==> src/rtl/wm_pkg.sv <==
// Shared definitions for the washing-machine sequencer.
// State encoding, mode codes, remaining-time width, phase length helper.
package wm_pkg;

    localparam int REM_W = 8;

    typedef enum logic [2:0] {
        ST_IDLE  = 3'd0,
        ST_WASH  = 3'd1,
        ST_RINSE = 3'd2,
        ST_SPIN  = 3'd3,
        ST_PAUSE = 3'd4,
        ST_DONE  = 3'd5
    } state_e;

    localparam logic [1:0] MODE_QUICK = 2'd0;
    localparam logic [1:0] MODE_STD   = 2'd1;
    localparam logic [1:0] MODE_HEAVY = 2'd2;

    // base seconds scaled by (mode+1), kept in REM_W bits
    function automatic logic [REM_W-1:0] phase_len(
        input logic [REM_W-1:0] base,
        input logic [1:0]       m
    );
        logic [REM_W-1:0] mul;
        mul = REM_W'(m) + 1'b1;
        return base * mul;
    endfunction

endpackage

==> src/rtl/wm_sec_tick.sv <==
// Millisecond counter producing a one-cycle 1 s tick.
// In: clk, rst, clkCnt_1msEnd, run (count enable), clr. Out: sec_tick.
module wm_sec_tick #(
    parameter int MS_PER_SEC = 1000
) (
    input  logic clk,
    input  logic rst,
    input  logic clkCnt_1msEnd,
    input  logic run,
    input  logic clr,
    output logic sec_tick
);

    localparam int CW = (MS_PER_SEC > 1) ? $clog2(MS_PER_SEC) : 1;
    localparam logic [CW-1:0] MS_LAST = CW'(MS_PER_SEC - 1);

    logic [CW-1:0] ms_q;
    logic [CW-1:0] ms_d;

    assign sec_tick = clkCnt_1msEnd & run & (ms_q == MS_LAST);

    always_comb begin
        ms_d = ms_q;
        if (clr) begin
            ms_d = '0;
        end else if (run && clkCnt_1msEnd) begin
            ms_d = (ms_q == MS_LAST) ? '0 : ms_q + 1'b1;
        end
    end

    always_ff @(posedge clk) begin
        if (rst) ms_q <= '0;
        else     ms_q <= ms_d;
    end

endmodule

==> src/rtl/wm_seq.sv <==
// Washing-machine program sequencer: wash, rinse, spin, done, with pause.
// In: clk, rst, clkCnt_1msEnd, start_en, mode_en. Out: mode, state, rem_sec, enables.
module wm_seq
    import wm_pkg::*;
#(
    parameter int MS_PER_SEC   = 1000,
    parameter int BASE_WASH_S  = 20,
    parameter int BASE_RINSE_S = 10,
    parameter int BASE_SPIN_S  = 10,
    parameter int DONE_S       = 3
) (
    input  logic             clk,
    input  logic             rst,
    input  logic             clkCnt_1msEnd,
    input  logic             start_en,
    input  logic             mode_en,
    output logic [1:0]       mode,
    output logic [2:0]       state,
    output logic [REM_W-1:0] rem_sec,
    output logic             motor_on,
    output logic             spin_fast,
    output logic             valve_in,
    output logic             drain,
    output logic             buzz
);

    localparam logic [REM_W-1:0] WASH_B  = REM_W'(BASE_WASH_S);
    localparam logic [REM_W-1:0] RINSE_B = REM_W'(BASE_RINSE_S);
    localparam logic [REM_W-1:0] SPIN_B  = REM_W'(BASE_SPIN_S);
    localparam logic [REM_W-1:0] DONE_T  = REM_W'(DONE_S);

    state_e           state_q, state_d;
    state_e           ret_q, ret_d;
    logic [1:0]       mode_q, mode_d;
    logic [REM_W-1:0] rem_q, rem_d;
    logic             motor_q, spin_q, valve_q, drain_q, buzz_q;
    logic             run, clr, sec_tick;

    assign run = (state_q == ST_WASH) || (state_q == ST_RINSE) ||
                 (state_q == ST_SPIN) || (state_q == ST_DONE);

    // restart the second on every phase entry; pause/resume keep it
    assign clr = (state_d != state_q) &&
                 (state_d != ST_PAUSE) && (state_q != ST_PAUSE);

    wm_sec_tick #(
        .MS_PER_SEC(MS_PER_SEC)
    ) u_tick (
        .clk          (clk),
        .rst          (rst),
        .clkCnt_1msEnd(clkCnt_1msEnd),
        .run          (run),
        .clr          (clr),
        .sec_tick     (sec_tick)
    );

    always_comb begin
        state_d = state_q;
        ret_d   = ret_q;
        mode_d  = mode_q;
        rem_d   = rem_q;
        unique case (state_q)
            ST_IDLE: begin
                if (start_en) begin
                    state_d = ST_WASH;
                    rem_d   = phase_len(WASH_B, mode_q);
                end else if (mode_en) begin
                    mode_d = (mode_q == MODE_HEAVY) ? MODE_QUICK
                                                    : mode_q + 2'd1;
                end
            end
            ST_WASH, ST_RINSE, ST_SPIN: begin
                if (start_en) begin
                    ret_d   = state_q;
                    state_d = ST_PAUSE;
                end else if (sec_tick) begin
                    if (rem_q > 1) begin
                        rem_d = rem_q - 1'b1;
                    end else if (state_q == ST_WASH) begin
                        state_d = ST_RINSE;
                        rem_d   = phase_len(RINSE_B, mode_q);
                    end else if (state_q == ST_RINSE) begin
                        state_d = ST_SPIN;
                        rem_d   = phase_len(SPIN_B, mode_q);
                    end else begin
                        state_d = ST_DONE;
                        rem_d   = DONE_T;
                    end
                end
            end
            ST_PAUSE: begin
                if (start_en) state_d = ret_q;
            end
            ST_DONE: begin
                if (start_en) begin
                    state_d = ST_IDLE;
                    rem_d   = '0;
                end else if (sec_tick) begin
                    if (rem_q > 1) begin
                        rem_d = rem_q - 1'b1;
                    end else begin
                        state_d = ST_IDLE;
                        rem_d   = '0;
                    end
                end
            end
            default: begin
                state_d = ST_IDLE;
                rem_d   = '0;
            end
        endcase
    end

    always_ff @(posedge clk) begin
        if (rst) begin
            state_q <= ST_IDLE;
            ret_q   <= ST_IDLE;
            mode_q  <= MODE_QUICK;
            rem_q   <= '0;
            motor_q <= 1'b0;
            spin_q  <= 1'b0;
            valve_q <= 1'b0;
            drain_q <= 1'b0;
            buzz_q  <= 1'b0;
        end else begin
            state_q <= state_d;
            ret_q   <= ret_d;
            mode_q  <= mode_d;
            rem_q   <= rem_d;
            // decoded from next state so enables move with state
            motor_q <= (state_d == ST_WASH) || (state_d == ST_RINSE) ||
                       (state_d == ST_SPIN);
            spin_q  <= (state_d == ST_SPIN);
            valve_q <= (state_d == ST_WASH) || (state_d == ST_RINSE);
            drain_q <= (state_d == ST_SPIN);
            buzz_q  <= (state_d == ST_DONE);
        end
    end

    assign state     = state_q;
    assign mode      = mode_q;
    assign rem_sec   = rem_q;
    assign motor_on  = motor_q;
    assign spin_fast = spin_q;
    assign valve_in  = valve_q;
    assign drain     = drain_q;
    assign buzz      = buzz_q;

endmodule

==> config.mk <==
export PLATFORM = sky130hd
export DESIGN_NAME = wm_seq
export DESIGN_NICKNAME = d
export VERILOG_FILES = /design/src/rtl/wm_pkg.sv /design/src/rtl/wm_sec_tick.sv /design/src/rtl/wm_seq.sv
export SDC_FILE = /design/constraint.sdc
export NUM_CORES = 1
export LEC_CHECK = 0
export CORE_ASPECT_RATIO = 0.8
export CORE_MARGIN = 2
export CORE_UTILIZATION = 60
export DETAILED_ROUTE_END_ITERATION = 12
export GPL_TIMING_DRIVEN = 0
export MAX_ROUTING_LAYER = met4
export PLACE_DENSITY = 0.95
export SLEW_MARGIN = 15
export SYNTH_ARGS = -nofsm -noshare
export SYNTH_HDL_FRONTEND = slang
export SYNTH_SLANG_ARGS = --single-unit
==> constraint.sdc <==
create_clock -name clk -period 4.8 [get_ports clk]
set_input_delay 0.48 -clock clk [delete_from_list [all_inputs] [get_ports clk]]
set_output_delay 0.48 -clock clk [all_outputs]
set_load 0.01 [all_outputs]
Word-level counts from Yosys, hierarchy flattened
Cells that the tools add are included.
{"block": "op_classes", "n_addsub": 4, "n_eq_ne": 18, "n_mul": 2, "n_lt_le_gt_ge": 1, "div": 0, "bitwise_logic": 4, "n_reduce_logical": 14, "n_shift": 0, "muxes": 23}
{"cell": "8-bit 2-to-1 mux", "count": 7}
{"cell": "8-bit one-hot mux with 4 select lines", "count": 1}
{"cell": "3-bit 2-to-1 mux", "count": 10}
{"cell": "7-bit 2-to-1 mux", "count": 2}
{"cell": "3-bit by 2-bit equality test with 1-bit output, second input constant", "count": 4}
{"cell": "3-bit one-hot mux with 4 select lines", "count": 1}
{"cell": "10-bit by 1-bit adder with 10-bit output, second input constant", "count": 1}
{"cell": "10-bit equality test, second input constant", "count": 1}
{"cell": "10-bit 2-to-1 mux", "count": 1}
{"cell": "3-bit equality test, second input constant", "count": 3}
{"cell": "3-bit != test, second input constant", "count": 3}
{"cell": "8-bit by 1-bit > comparator with 1-bit output, second input constant", "count": 1}
{"cell": "3-bit by 8-bit multiplier with 6-bit output, first input constant", "count": 1}
{"cell": "8-bit by 1-bit subtractor with 8-bit output, second input constant", "count": 1}
{"cell": "3-bit by 1-bit equality test with 1-bit output, second input constant", "count": 2}
{"cell": "3-bit by 3-bit multiplier with 6-bit output, first input constant", "count": 1}
{"cell": "2-bit != test, second input constant", "count": 3}
{"cell": "1-bit logical OR", "count": 5}
{"cell": "5-bit AND reduction", "count": 1}
{"cell": "2-bit by 1-bit adder with 3-bit output, second input constant", "count": 1}
{"cell": "1-bit logical AND", "count": 3}
{"cell": "3-bit zero test", "count": 1}
{"cell": "3-bit != test", "count": 1}
{"cell": "3-bit AND reduction", "count": 1}
{"cell": "8 further kinds", "count": 10}
{"block": "word_totals", "output_inout_bits": 18, "memories": 0, "latchBits": 0, "reg_bits": 30, "romBits": 0, "ramBits": 0}

Depth between registers and ports, before layout
Gate-level depths: netlist of run 1.
{"block": "logic_depth", "word_depth": 13, "depth_mapped": 10}

By module
Synthesis of run 1 repeated with hierarchy kept, for this count alone.
{"block": "hier_totals", "cells_unflattened": 229, "area_unflattened_um2": 1893.1}
{"mod": "wm_seq", "area_each_um2": 1381.3, "n_inst": 1, "cells_per_inst": 170}
{"mod": "wm_sec_tick", "area_each_um2": 511.7, "n_inst": 1, "cells_per_inst": 59}

Worst setup path before layout of run 1
OpenSTA, ideal clock, no wires.
{"block": "synth_timing", "path_type": "register to register", "from": "register rem_q[2] (netlist: rem_sec[2])", "to": "register u_tick.ms_q[0]", "arrival_ns": 2.332, "path_slack_ns": 2.398, "stages_incl_launch_ff": 8, "required_time_ns": 4.730, "n_path_buf": 1, "path_cell_list": "dfxtp_1 -> or4_4 -> or4_1 -> buf_2 -> o31ai_2 -> o211a_4 -> o2111ai_4 -> a21oi_1"}
{"block": "synth_between", "elab_chain_len": 9, "word_cells_on_any_way": 13, "classes_between": "order compare (1); eq/ne (2); mux (7); reduce/logical (3)"}
{"item": "start: declaration", "line": "wm_seq.sv:35", "source": "logic [REM_W-1:0] rem_q, rem_d;"}
{"item": "start signal: assignment", "line": "wm_seq.sv:129", "source": "rem_q <= rem_d;"}
{"item": "8-bit by 1-bit > comparator with 1-bit output *", "line": "wm_seq.sv:77, wm_seq.sv:99"}
{"item": "3-bit 2-to-1 mux, on equally long branches", "line": "wm_seq.sv:99, wm_seq.sv:77"}
{"item": "3-bit 2-to-1 mux, on equally long branches", "line": "wm_seq.sv:98, wm_seq.sv:76"}
{"item": "3-bit 2-to-1 mux, on equally long branches", "line": "wm_seq.sv:95, wm_seq.sv:73"}
{"item": "3-bit one-hot mux with 4 select lines *", "line": "wm_seq.sv:62", "source": "unique case (state_q)"}
{"item": "3-bit != test, on equally long branches", "line": "wm_seq.sv:43, wm_seq.sv:44"}
{"item": "1-bit logical AND *", "line": "wm_seq.sv:43", "source": "assign clr = (state_d != state_q) &&"}
{"item": "1-bit logical AND *", "line": "wm_seq.sv:44", "source": "(state_d != ST_PAUSE) && (state_q != ST_PAUSE);"}
{"item": "2-bit OR reduction (no line) *"}
{"item": "end signal: assignment", "line": "wm_sec_tick.sv:33", "source": "else ms_q <= ms_d;"}
{"item": "end: declaration", "line": "wm_sec_tick.sv:17", "source": "logic [CW-1:0] ms_q;"}
Every way passes the cells marked *; elsewhere a longest branch is shown, timed or not.
A chain may end at the register's enable or synchronous reset.

Worst setup path in the final report of run 1
{"block": "layout_timing", "from": "register rem_q[2] (netlist: rem_sec[2])", "to": "register u_tick.ms_q[7]"}
Same word-level chain as after synthesis.

==> results of run 1 <==
-- sequential cells by signal, indices dropped and copies added (netlist names) --
signal and count:
state 3, mode 2, rem_sec 8, valve_in 1
ret_q 3, motor_on 1, drain 1, buzz 1
u_tick.ms_q 10
-- metal layers --
layer	GRT usage	vias to the layer above	part of all wire
li1	-	961	-
met1	0.3796	945	0.43
met2	0.4505	104	0.46
met3	0.07202	15	0.084
met4	0.1837	0	0.027
met5	-	-	0
-- cells in the final DEF, fill, tap and decap left out, types with 3 or more instances in the layout --
cell type / n
nand2_1: 30
clkbuf_8: 6
or3_1: 4
ha_1: 6
mux2i_1: 3
clkdlybuf4s50_1: 21
nor2b_1: 3
nand4_1: 4
nor2_1: 22
o21ai_0: 10
clkbuf_1: 13
nor3_1: 11
and2_1: 3
nand3b_1: 4
a21oi_1: 28
nand3_1: 9
nand2b_1: 5
nor4_1: 7
xor2_1: 7
a31oi_1: 3
and3_1: 3
dfxtp_1: 30
xnor2_1: 4
inv_1: 8
-- worst max-delay path: cells and delay by family (launching register included) --
kind / cells / cell delay [ns]
flops: 1 / 0.39
buf+inv: 1 / 0.31
simple gates: 2 / 1.07
compound gates: 4 / 1.18
-- through the flow --
stage / total power [mW] / hold slack (ns) / utilization / instances
CTS: 0.6393 / 0.4630 / 0.7382 / 320
detailed placement: 0.4279 / 0.4544 / 0.7083 / 312
global route: 0.6679 / 0.4798 / 0.7382 / 320
floorplan: 0.3811 / 0.4312 / - / 251
finish: 0.6417 / 0.4671 / 0.7382 / 320
global placement: 0.4242 / 0.4401 / 0.7083 / 312
-- final timing paths --
check | startpoint | to | slack [ns] | depth (start not counted)
hold reg to reg | ret_q[0] | ret_q[0] | 0.47 | 2
setup reg to reg | rem_sec[2] | u_tick.ms_q[7] | 1.77 | 7
hold / removal | ret_q[0] | ret_q[0] | 0.47 | 2
setup / recovery | rem_sec[2] | u_tick.ms_q[7] | 1.77 | 7
-- power groups by stage --
| stage | Clock [mW] | Combinational, mW | Sequential, mW |
|---|---|---|---|
| floorplan | 0 | 0.103 | 0.278 |
| global placement | 0 | 0.148 | 0.276 |
| detailed placement | 0 | 0.151 | 0.277 |
| CTS | 0.215 | 0.152 | 0.272 |
| global route | 0.225 | 0.170 | 0.273 |
| finish | 0.215 | 0.154 | 0.272 |
-- cells by family after synthesis --
logic type / synth area share
mux: 0.01573
buf+inv: 0.04849
simple gates: 0.3014
fa+ha+maj: 0.03932
flops: 0.3145
compound gates: 0.2300
xor+xnor: 0.05046
-- cells in the mapped netlist (all sizes together), types with 4 or more instances --
cell type | count | share of area
xor2 | 7 | 0.032
o21ai | 10 | 0.026
inv | 8 | 0.016
ha | 6 | 0.039
nor2 | 22 | 0.043
xnor2 | 4 | 0.018
clkbuf | 12 | 0.024
nor3 | 11 | 0.029
dfxtp | 30 | 0.31
nand2b | 5 | 0.016
nand3b | 4 | 0.016
a21oi | 28 | 0.073
nand2 | 30 | 0.059
nand4 | 4 | 0.013
or3 | 4 | 0.013
nand3 | 9 | 0.024
nor4 | 7 | 0.023
-- area by class of cell --
cell class | instances | area, um2 | area share
well taps | 40 | 50.05 | 0.02214
clock buffers | 7 | 86.33 | 0.03818
inverters | 8 | 30.03 | 0.01328
plain buffers | 15 | 62.56 | 0.02767
repair buffers | 21 | 210.2 | 0.09297
flip-flops and latches | 30 | 600.6 | 0.2656
multi-input cells | 198 | 1216 | 0.5379
clock inverters | 1 | 5.005 | 0.002214
==> results.yml, run 1 <==
synth:
  yosys_warnings: 0
  synth_area_mm2: 0.001909
  synthArstFlopShare: 0
  ys_types: 50
  syn_nets: 262
  yosysSeqAreaShare: 0.3145
  synth-seq-cells: 30
  ys.flop_type: "dfxtp_1"
  syn_area_per_cell_um2: 7.607
  synthCells: 251
  synth_edf_count: 0
power_and_ir_drop:
  net-switching-power_mw: 0.2022
  power_frac_seq: 0.424
  p_int_mw: 0.4395
  power-per-cell-area_mw_per_mm2: 283.8
  pwr-share-comb: 0.241
  pwr-share-clk: 0.335
  p_sw_frac: 0.3151
  peakVddDrop_mv: 0.2264
  p_leak_nw: 0.8272
worst_setup_path:
  crit_path_max_fanout: 10
  crit_required_ns: 5.02
  critPathKind: "reg2reg"
  crit_slowest_cell: "or4_4"
  cp.arrival_ns: 3.25
  cp-end-kind: "register"
  start_kind: "register"
  max_stage_delay_ns: 0.58
  crit_chain: "or4_4 -> nor4_1 -> buf_2 -> a31oi_1 -> a211oi_2 -> o2111ai_4 -> a21oi_1"
drt:
  drtIter0Drc: 157
  vias: 2025
  route.detailed.drc: 0
  routed_via_density: 6.328
  wl_per_cell_um: 15.23
  wirelength_um: 4872
  drtPass1Iterations: 5
  drtAntennaViolNets: 0
grt:
  grt_pass1_wl_um: 7941
  antenna_found_initial: 0
  grt_pass1_vias: 1728
  grt_use_total: 0.3043
  grt_max_degree: 11
  overflow: 0
placement:
  io_buffers: 21
  gp_congestion: 0.9798
  place_ws_ns: 1.842
  hpwl_um: 3530
  post_dp_cell_area_mm2: 0.002170
floorplanning:
  core_area_mm2: 0.003063
  dieArea_mm2: 0.003652
  fp.dieH_um: 54.46
  die_w_um: 67.07
  start_util: 0.6234
  rows: 18
  top_level_ports: 23
sta:
  drv_slew: 0
  min_period_over_period: 0.6306
  finClkSkew_ns: 0.003211
  period_needed_ns: 3.027
  slew_headroom: 0.4990
  tightest_slew_ns: 0.7436
  timing.setup.tns_ns: 0
  fmax_mhz: 330.4
  rsz0062_at_grt: "false"
  finalSetupViolCount: 0
  setup_ws_ns: 1.773
  hold_viol: 0
clocking:
  htreeDepth: 2
  clk_pin_slew_worst_paths_ns: 0.06
  cts-root-buf: "clkbuf_8"
  cts_tree: "built"
  cts_setup_buffers: 0
  cts_sinks: 30
  cts_resized: 0
  cts_buffers: 5
  insertion_delay_ns: 0.30
  clock_path_buffers: 2
  hold_buffers: 0
finish:
  num_antenna_cells: 0
  nNetsFinal: 290
  area_delta_synth_final_pct: 18.41
  nFillCells: 250
  drive_gt1_frac: 0.06429
  fin_area_mm2: 0.002261
worst_hold_path:
  hp-class: "reg2reg"
job:
  maxCapViolCount: 0
outcome:
  status: "complete, no violations"
(Power assumes the default switching activity.)
==> run 2: changes to the inputs <==
Settings changed: CORE_UTILIZATION 60 to 55, PLACE_DENSITY 0.95 to 0.91.
Clock period 4.8 ns to 3 ns, I/O delays scaled along.
==> run 2 against run 1 <==
Compared with the run above:
- count of clock-buffer cells in the layout is 1 lower
- largest power group unchanged
- critical endpoint unchanged
- clock power is 57% higher
- sequential share of layout area is 0.12 points lower
- sequential cell count stayed put
- global-route usage is 4.4 points lower
- routed wire length is 1.8% lower
- power is 59% higher
==> results.yml, run 2 (synthesis gave the netlist of run 1 again) <==
sta:
  tightest_slew_ns: 0.7602
  min_period_over_period: 0.9163
  finClkSkew_ns: 0.005249
  rsz0062_at_grt: "false"
  finalSetupViolCount: 0
  setup_ws_ns: 0.2510
  drv_slew: 0
  period_needed_ns: 2.749
  fmax_mhz: 363.8
  timing.setup.tns_ns: 0
  hold_viol: 0
  slew_headroom: 0.4878
  holdWs_ns: 0.4598
worst_hold_path:
  min_path_cells: 2
  hp-class: "reg2reg"
drt:
  route.detailed.drc: 0
  drtIter0Drc: 188
  drtAntennaViolNets: 0
  wirelength_um: 4784
  routed_via_density: 6.072
  drtPass1Iterations: 4
  vias: 1949
  wl_per_cell_um: 14.90
finish:
  utilization: 0.6727
  nNetsFinal: 289
  drive_gt1_frac: 0.06810
  area_delta_synth_final_pct: 18.94
  largest_register_ffs: 10
  regMostFlops: "u_tick.ms_q"
  num_antenna_cells: 0
  final_cell_mix: "30 x nand2_1, 30 x dfxtp_1, 28 x a21oi_1, 22 x nor2_1, 21 x clkdlybuf4s50_1"
worst_setup_path:
  rrSetupSlack_ns: 0.25
  cp.arrival_ns: 2.96
  reg2reg_depth: 7
  crit_path_max_fanout: 10
  crit_required_ns: 3.21
  start_kind: "register"
  cp-end-kind: "register"
  critPathKind: "reg2reg"
placement:
  place_ws_ns: 0.1881
  hpwl_um: 3477
  gp_congestion: 0.9428
  io_buffers: 21
power_and_ir_drop:
  peakVddDrop_mv: 0.4043
  power-per-cell-area_mw_per_mm2: 448.9
  p_leak_nw: 0.8282
grt:
  grt_max_degree: 11
  grt_use_total: 0.2601
  grt_pass1_wl_um: 7990
  antenna_found_initial: 0
  grt_pass1_vias: 1716
  overflow: 0
clocking:
  clk_pin_slew_worst_paths_ns: 0.06
  insertion_delay_ns: 0.28
  clock_path_buffers: 2
  hold_buffers: 0
  cts_buffers: 5
  cts_tree: "built"
  cts_setup_buffers: 0
  cts_sinks: 30
  cts-root-buf: "clkbuf_8"
  htreeDepth: 2
floorplanning:
  start_util: 0.5656
  core_area_mm2: 0.003376
  dieArea_mm2: 0.003962
  top_level_ports: 23
  die_w_um: 69.88
  rows: 19
  fp.dieH_um: 56.70
job:
  maxCapViolCount: 0
outcome:
  status: "complete, no violations"
==> run 2: cell types whose count changed in the layout (fill, tap and decap cells not counted), sizes merged <==
| cell | before | now |
|---|---|---|
| clkinvlp | 0 | 1 |
| clkbuf | 19 | 17 |
==> run 2: routing by layer <==
layer,GRT usage,part of all wire,up-vias
met5,-,0,-
met4,0.07692,0.018,0
met3,0.05027,0.061,12
met2,0.3878,0.45,63
met1,0.3591,0.47,917
li1,-,-,957
==> run 2: layout make-up <==
| cell class | count | area (um2) |
|---|---|---|
| flip-flops and latches | 30 | 600.6 |
| well taps | 42 | 52.55 |
| repair buffers | 21 | 210.2 |
| multi-input cells | 198 | 1224 |
| inverters | 8 | 30.03 |
| plain buffers | 14 | 58.81 |
| clock buffers | 6 | 82.58 |
| fillers | 304 | 1105 |
| clock inverters | 2 | 12.51 |
==> run 2: critical path, cell delays in order, from the launching register on <==
cell,delay [ns]
dfxtp_1,0.38
or4_4,0.57
nor4_1,0.36
buf_2,0.28
a31oi_1,0.15
a211oi_4,0.41
o2111ai_4,0.30
a21oi_1,0.21
==> run 2: what timing repair did <==
item | CTS | global route
endpoints found under the setup margin | 0 | 10
resized for setup | 0 | 1
hold endpoints to repair | 0 | 0
==> run 2: power by group <==
part / internal [mW] / leakage (nW) / switching, mW
logic: 0.105 / 0.537 / 0.141
registers: 0.414 / 0.244 / 0.0214
clock network: 0.184 / 0.0472 / 0.154
total: 0.702 / 0.828 / 0.317
==> run 2: per-stage QoR <==
stage	cells	area, um2	power, mW
after global routing	321	2271	1.070
after floorplan	251	1909	0.6098
after CTS	322	2267	1.019
after detailed placement	314	2172	0.6844
final	321	2271	1.019
after global placement	314	2172	0.6782
==> run 2: worst paths after layout <==
kind | endpoint | startpoint
max | u_tick.ms_q[7] | rem_sec[2]
min | ret_q[0] | ret_q[0]
max reg2reg | u_tick.ms_q[7] | rem_sec[2]
min reg2reg | ret_q[0] | ret_q[0]
